===== src/rtl/seg7_scan_driver.sv =====
// seg7_scan_driver: 4-digit multiplexed 7-segment scanner with tear-free, frame-aligned updates.
// Define SEG7_LEADING_ZERO_BLANK_EN to blank leading zero digits (digit 0 always shown).
module seg7_scan_driver #(
  parameter int unsigned REFRESH_DIV = 100000
) (
  input  logic        clk,
  input  logic        rst,
  input  logic [15:0] value,
  input  logic [3:0]  dp_in,
  input  logic        load,
  output logic [6:0]  seg,
  output logic        dp,
  output logic [3:0]  an,
  output logic        frame_done
);
  localparam int unsigned PW = $clog2(REFRESH_DIV);
  localparam logic [PW-1:0] LAST = PW'(REFRESH_DIV - 1);
  localparam logic [6:0] SEG_LUT [16] = '{
    7'b0000001, 7'b1001111, 7'b0010010, 7'b0000110,
    7'b1001100, 7'b0100100, 7'b0100000, 7'b0001111,
    7'b0000000, 7'b0001100, 7'b0001000, 7'b1100000,
    7'b0110001, 7'b1000010, 7'b0110000, 7'b0111000
  };
  logic [PW-1:0] psc_q, psc_d;
  logic [1:0]    dig_q, dig_d;
  logic [15:0]   val_q, val_d, pval_q, pval_d;
  logic [3:0]    dpr_q, dpr_d, pdp_q, pdp_d;
  logic          pend_q, pend_d;
  logic [6:0]    seg_q, seg_d;
  logic          dp_q, dp_d;
  logic [3:0]    an_q, an_d;
  logic          fd_q, fd_d;
  logic          tick, wrap;
  logic [3:0]    nib, blank;
`ifdef SEG7_LEADING_ZERO_BLANK_EN
  assign blank = {val_q[15:12] == 4'h0 && !dpr_q[3],
                  val_q[15:8] == 8'h0 && !dpr_q[2],
                  val_q[15:4] == 12'h0 && !dpr_q[1],
                  1'b0};
`else
  assign blank = 4'b0000;
`endif
  // Display register only changes on the 3->0 wrap; a load on that same tick bypasses pending.
  always_comb begin
    tick   = psc_q == LAST;
    wrap   = tick && dig_q == 2'd3;
    psc_d  = tick ? '0 : psc_q + PW'(1);
    dig_d  = tick ? dig_q + 2'd1 : dig_q;
    val_d  = (wrap && load) ? value : (wrap && pend_q) ? pval_q : val_q;
    dpr_d  = (wrap && load) ? dp_in : (wrap && pend_q) ? pdp_q : dpr_q;
    pval_d = load ? value : pval_q;
    pdp_d  = load ? dp_in : pdp_q;
    pend_d = !wrap && (load || pend_q);
    nib    = val_q[{dig_q, 2'b00} +: 4];
    seg_d  = SEG_LUT[nib];
    dp_d   = ~dpr_q[dig_q];
    an_d   = (psc_q == '0 || blank[dig_q]) ? 4'hF : ~(4'b0001 << dig_q);
    fd_d   = wrap;
  end
  always_ff @(posedge clk or negedge rst) begin
    if (!rst) begin
      psc_q  <= '0;
      dig_q  <= 2'd0;
      val_q  <= 16'h0;
      dpr_q  <= 4'h0;
      pval_q <= 16'h0;
      pdp_q  <= 4'h0;
      pend_q <= 1'b0;
      seg_q  <= 7'h7F;
      dp_q   <= 1'b1;
      an_q   <= 4'hF;
      fd_q   <= 1'b0;
    end else begin
      psc_q  <= psc_d;
      dig_q  <= dig_d;
      val_q  <= val_d;
      dpr_q  <= dpr_d;
      pval_q <= pval_d;
      pdp_q  <= pdp_d;
      pend_q <= pend_d;
      seg_q  <= seg_d;
      dp_q   <= dp_d;
      an_q   <= an_d;
      fd_q   <= fd_d;
    end
  end
  assign seg        = seg_q;
  assign dp         = dp_q;
  assign an         = an_q;
  assign frame_done = fd_q;
endmodule


===== config.mk =====
export PLATFORM = sky130hd
export DESIGN_NAME = seg7_scan_driver
export DESIGN_NICKNAME = d
export VERILOG_FILES = /design/src/rtl/seg7_scan_driver.sv
export SDC_FILE = /design/constraint.sdc
export NUM_CORES = 1
export LEC_CHECK = 0
export ABC_CLOCK_PERIOD_IN_PS = 2700
export CORE_MARGIN = 2
export CORE_UTILIZATION = 49
export CTS_CLUSTER_SIZE = 12
export DETAILED_ROUTE_END_ITERATION = 16
export PLACE_DENSITY_LB_ADDON = 0.05
export SYNTH_ARGS = -nofsm -noshare
export SYNTH_HDL_FRONTEND = slang
export SYNTH_SLANG_ARGS = --single-unit

===== constraint.sdc =====
create_clock -name clk -period 2.7 [get_ports clk]
set_input_delay 0.27 -clock clk [delete_from_list [all_inputs] [get_ports clk]]
set_output_delay 0.27 -clock clk [all_outputs]
set_load 0.02 [all_outputs]

==> results.txt <==
----------------------------------------------------
[Synthesis]
  Number of instances in the synthesized netlist ... 265
  Mean instance size in the synthesized netlist ... ~13 µm²
  Combinational family with the most area after synthesis ... multiplexers
  Netlist area before placement ... 3420 µm²
  Synthesized-area fraction occupied by and/or/nand/nor cells ... 10.9%
  Number of warnings issued by yosys ... 0
  Number of distinct library cells after synthesis ... 41
  Synth Area in Compound Gates ... approximately 4.4%
  Sequential element share of the synthesized area ... 53.9%
  Post-synthesis adder-cell area fraction ... 4.40%
  Parity-gate share of the synthesized area counting xor and xnor cells ... 3.59%
  Multiplexer area fraction after synthesis ... between 10% and 20%
  Flops & latches, synth ... 73
  Post-Syn Nets ... 300

[Clocking]
  Clock Tree Root ... sky130_fd_sc_hd__clkbuf_8
  Post-cts repair resize count ... 0
  Postcts setup bufs ... 0
  Insertion delay to the later sink of the worst-skew pair ... 340 ps
  Num Clock Sinks ... 73
  CTS Hold Buffers Added ... 0
  TritonCTS clock tree ... yes
  Depth of the CTS H-tree ... 3
  Inserted Clock Buffers ... 9
  Clock transition time at the flip-flop clock pins of the worst setup and hold paths ... 80 ps
  Maximum clock insertion buffer count ... 2

[Timing]
  Final worst path period share ... 87.9%
  Min Clock Period, post-route ... about 2400 ps
  Total count of hold-check failures in the final report ... 0
  RSZ-0062 raised after global routing ... false
  Final setup violation count ... 0
  Clock Skew ... 8.40 ps
  Rel. slew slack ... 47.5%
  Slew @ Worst Pin ... 787 ps
  Fmax achieved ... 421 MHz
  Setup TNS ... 0 ps
  Final count of pins violating max slew ... 0

[Power]
  Total Power Consumption ... between 2 and 2.5 mW
  PwrDens ... 555 nW/µm²
  Peak supply drop ... 0.386 mV
  LEAKAGE ... 1.85 nW

[Floorplan]
  Area of the core region ... 6760 µm²
  Number of placed I/O pins ... 36
  Number of core rows ... 30
  Die Footprint ... 7650 µm²
  Effective utilization at floorplan ... 50.6%
  Die height ... between 80 and 90 µm
  Die boundary width ... 87.5 µm

[Placed design]
  Placed wire-length estimate ... roughly 4.2 mm
  Total of buffers placed on input and output ports ... 35
  Cell total after placement ... 374
  Weighted congestion at the end of routability-driven global placement ... 0.824

[Drt]
  Final Routed Wirelength ... 5.97 mm
  Number of vias after detailed routing ... 2041
  Post-route antenna net violation count ... 0
  Detail-routed net length per standard cell ... 15.3 µm
  Number of design-rule violations left by the first detailed-router iteration ... 83
  Vias per cell ... around 5.2
  DR pass1 iterations ... 4
  Post-route DRC violation count ... 0

[GRT]
  Initial antenna violation count ... 0
  Largest net degree at the start of global routing ... 40
  Wire length of the first global-routing pass ... 10.2 mm
  Overflow after GRT ... 0
  Global routing usage summed across all routing layers ... 17.7%
  Number of global-route vias before repair ... 2072

[Final layout]
  Final Non-Filler Cells ... 390
  Layout-stage area growth over the synthesis result ... 19.2%
  Inserted Diodes ... 0
  Most common cell after layout, fill and taps aside ... sky130_fd_sc_hd__dfrtp_1
  Total Nets Final ... between 300 and 400
  Share of layout cells above drive strength 1 ... 25.2%
  Highest-count cells in the layout ignoring fill and taps ... 61 x sky130_fd_sc_hd__dfrtp_1, 34 x sky130_fd_sc_hd__clkdlybuf4s50_1, 20 x sky130_fd_sc_hd__mux2_2
  Final cell utilization of the core ... 60.3%

[Worst setup path]
  Setup crit end kind ... flop
  Required @ worst endpoint ... 2940 ps
  Crit-path max cell delay ... ~620 ps
  Number of buffer and inverter instances along the worst setup path ... 2
  Worst Setup Start Kind ... flop
  Type of the worst setup path ... reg -> reg
  Largest fanout on the critical path ... 8
  Worst path top cell family by delay ... multiplexers
  Critical-path top delay cell ... sky130_fd_sc_hd__mux4_2
  CP most frequent cell ... sky130_fd_sc_hd__inv_1
  Worst path arrival time ... 2620 ps
  Series of cell instances along the critical path ... mux4_2, inv_1, ha_1, inv_1, nand2_1, and3_1, a311oi_1
  Flop2flop setup slack ... ~330 ps

[Status]
  Result of the run ... complete, no violations

[Flow run]
  # Max-Cap Violations ... 0

[Min path]
  Hold/Removal Path Class ... in -> async

----------------------------------------------------
## power by group
| part | total, mW | leakage, nW | internal [mW] | switching [mW] |
|---|---|---|---|---|
| clock network | 1.02 | 0.115 | 0.613 | 0.403 |
| logic | 0.111 | 0.863 | 0.0635 | 0.0479 |
| registers | 1.13 | 0.875 | 1.12 | 0.00930 |
## through the flow
stage	cell area, µm²	hold WS [ps]	setup WS [ps]
finish	4070	13.4	327
global route	4070	57.7	152
CTS	4070	19.3	318
detailed placement	3830	402	403
global placement	3830	398	469
floorplan	3420	-25.6	656
## Yosys cell counts (all sizes together)
master,number,area (µm²)
nand4b,1,15.0
nor4,3,25.0
o41ai,1,8.76
or2,1,6.26
a22oi,1,7.51
nand4,6,37.5
buf,10,75.1
dfstp,12,315
nand3,8,52.6
nor3,5,30.0
dfrtp,61,1530
xor2,3,26.3
nor2,14,52.6
o21ai,4,20.0
mux4,5,113
mux2i,10,100
and4,1,8.76
nand2,18,67.6
o22ai,7,43.8
nor4b,1,8.76
mux2,33,420
o31ai,2,15.0
a21oi,2,10.0
and3,2,12.5
a22o,4,35.0
xnor2,11,96.3
and2,3,22.5
a311oi,1,8.76
nor2b,3,26.3
ha,12,150
inv,19,71.3
or4,1,7.51
## logic make-up (layout without fill, tap and decap cells)
logic type      count (synthesis)  in the layout
buf+inv                        29             74
flops                          73             73
simple gates                   67             67
fa+ha+maj                      12             12
mux                            48             48
xor+xnor                       14             14
compound gates                 22             22
## final cells by class
cell class	count	area, µm²
clock buffers	9	124
multi-input cells	163	1430
fillers	557	2690
flip-flops and latches	73	1840
clock inverters	7	119
inverters	19	71.3
repair buffers	39	388
well taps	80	100
## path summary, 6_finish.rpt
| kind | cells after the start | startpoint | end |
|---|---|---|---|
| max in group asynchronous | 2 | rst | an[1] |
| min in group clk | 2 | pend_q | pend_q |
| worst min register to register | 2 | pend_q | pend_q |
| worst max-delay path | 7 | dig_q[0] | seg[3] |
| worst max register to register | 7 | dig_q[0] | seg[3] |
| worst min-delay path | 1 | rst | val_q[0] |
## registers in the layout, summed over array words and instances (netlist names)
register / flops
psc_q: 17
pval_q: 16
val_q: 16
seg: 7
an: 4
dpr_q: 4
pdp_q: 4
dig_q: 2
dp: 1
frame_done: 1
pend_q: 1
## per-layer routing
metal	track usage, %	vias up	part of all wire (%)
met3	5.69	4	3.8
li1	-	1004	-
met1	23.6	990	47
met5	0	-	0
met2	28.2	43	48
met4	4.34	0	0.85
No activity file was read; power rests on OpenSTA's default activity.
==> patch (config.mk and constraints unchanged) <==
Build with the macro `SEG7_LEADING_ZERO_BLANK_EN` defined.
--- a/src/rtl/seg7_scan_driver.sv
+++ b/src/rtl/seg7_scan_driver.sv
@@ -1,4 +1,6 @@
 // seg7_scan_driver: 4-digit multiplexed 7-segment scanner with tear-free, frame-aligned updates.
 // Define SEG7_LEADING_ZERO_BLANK_EN to blank leading zero digits (digit 0 always shown).
+`define SEG7_LEADING_ZERO_BLANK_EN
+
 module seg7_scan_driver #(
   parameter int unsigned REFRESH_DIV = 100000
Function: no difference found for any inputs over 10 cycles, from zero or initial values and one cycle with rst low; that may be too few to reach the edited logic, so the function may still have changed.
==> patch against the original RTL <==
  * Worst setup slack better by 0.30 ns
  * Routed wire length shrank 0.75%
  * Design area increased by 0.37%
  * Cell count up 1.5%
  * Total power decreased by 5.1%
  * Combinational power barely moved
  * Largest power group unchanged
  * Sequential cell count unchanged
  * Sequential power about the same
  * Synthesized area rose by 0.51%
==> patch: results <==
[outcome]
status = "complete, no violations"

[logic_synthesis]
synth.area.top_cells = "dfrtp_1 44%, dfstp_2 9.2%, mux2_4 8.7%"
async_reset_ff_share_pct = 100
avgSynthCellArea_um2 = 13.6
ys_seq_area_share_pct = 53.6
synthesis.nets = 287
yosys-top-cells-count = "61 x dfrtp_1, 21 x mux2_2, 20 x mux2_4"
ys_types = 37

[grt]
grt_pass1_vias = 2075
grt_usage_pct = 17.8
grt_max_degree = 74
grt_pass1_wl_mm = 10.2

[timing]
relSlewSlack_pct = 73.7
fin_skew_ns = 0.00792

[power_and_ir_drop]
ir_drop_mv = 0.326
power.leakage_nw = 1.77

[placement]
dp_hpwl_mm = 4.05
place_inst = 379
place_congestion = 0.814

[critical_path]
r2r_slack_ns = 0.63
slowest_stage = "dfrtp_1"
cpPeakStageDelay_ns = 0.57
path_max_fanout = 11

[clock_tree]
postCtsHoldBufs = 1
clk_latency_ns = 0.34
cts_made_buffers = 9
cts-root-buf = "clkbuf_8"
htree_levels = 3

[drt]
drt_iter0_markers = 70
avgViaCountPerCell = 5.05
totalWireLength_mm = 5.92
firstDrtPassIters = 4

[final_layout]
fin_cells = 396
diodes = 0
drive_gt1_share_pct = 27.3
nNetsFinal = 330
-- patch: kinds of logic (layout without fill, tap and decap cells) --
family / Yosys count / in the layout / share of synthesized area [%]
and+or+nand+nor: 67 / 67 / 11.9
buffers and inverters: 21 / 69 / 3.53
muxes: 48 / 48 / 19.5
xor gates and xnor gates: 15 / 15 / 3.83
AOI/OAI and AO/OA: 16 / 16 / 3.21
DFF: 73 / 73 / 53.6
adders and majority gates: 12 / 12 / 4.37
-- patch: worst max-delay path by stage --
stage                               startpoint               end  slack, ns  cells after the start
after floorplan           dig_q[1]$_DFFE_PN0N_  seg[3]$_DFF_PN1_       0.64                      8
after global placement    dig_q[0]$_DFFE_PN0N_  seg[3]$_DFF_PN1_       0.69                      7
after detailed placement  dig_q[0]$_DFFE_PN0N_  seg[3]$_DFF_PN1_       0.65                      7
after CTS                 dig_q[0]$_DFFE_PN0N_  seg[3]$_DFF_PN1_       0.62                      7
after global routing      dig_q[0]$_DFFE_PN0N_  seg[3]$_DFF_PN1_       0.46                      7
final                     dig_q[0]$_DFFE_PN0N_  seg[3]$_DFF_PN1_       0.63                      7
-- patch: metrics by stage --
step / setup WS [ns] / instance area, µm² / hold WS, ns / power, mW / utilization [%]
2_1_floorplan: 0.639 / 3430 / -0.0256 / 1.19 / -
3_3_place_gp: 0.694 / 3870 / 0.333 / 1.26 / 57.0
3_5_place_dp: 0.651 / 3870 / 0.329 / 1.26 / 57.0
4_1_cts: 0.622 / 4090 / 0.497 / 2.17 / 60.1
5_1_grt: 0.459 / 4090 / 0.515 / 2.23 / 60.1
6_report: 0.625 / 4090 / 0.489 / 2.14 / 60.1
-- patch: final cells by class --
type | count | area (µm²)
clock buffers | 13 | 139
clock inverters | 3 | 65.1
fillers | 554 | 2710
inverters | 12 | 45.0
multi-input cells | 158 | 1470
flip-flops and latches | 73 | 1840
well taps | 96 | 120
repair buffers | 41 | 405
-- patch: power by group --
group / total [mW] / internal [mW] / switching [mW]
Combinational: 0.111 / 0.0601 / 0.0508
Sequential: 1.13 / 1.12 / 0.00669
Clock: 0.904 / 0.521 / 0.383
-- patch: layer usage --
layer,global-route usage (%),share of wire (%),vias to the layer above
met3,3.77,3.3,10
met5,0,0,-
met2,26.8,46,37
met4,8.39,2.2,0
li1,-,-,979
met1,24.7,49,973
-- patch: worst max-delay path, delay by kind of cell, from the launching register on --
| family | cells | cell delay [ns] |
|---|---|---|
| flops | 1 | 0.57 |
| mux | 1 | 0.42 |
| fa+ha+maj | 1 | 0.30 |
| buf+inv | 2 | 0.26 |
| compound gates | 1 | 0.24 |
| simple gates | 2 | 0.20 |
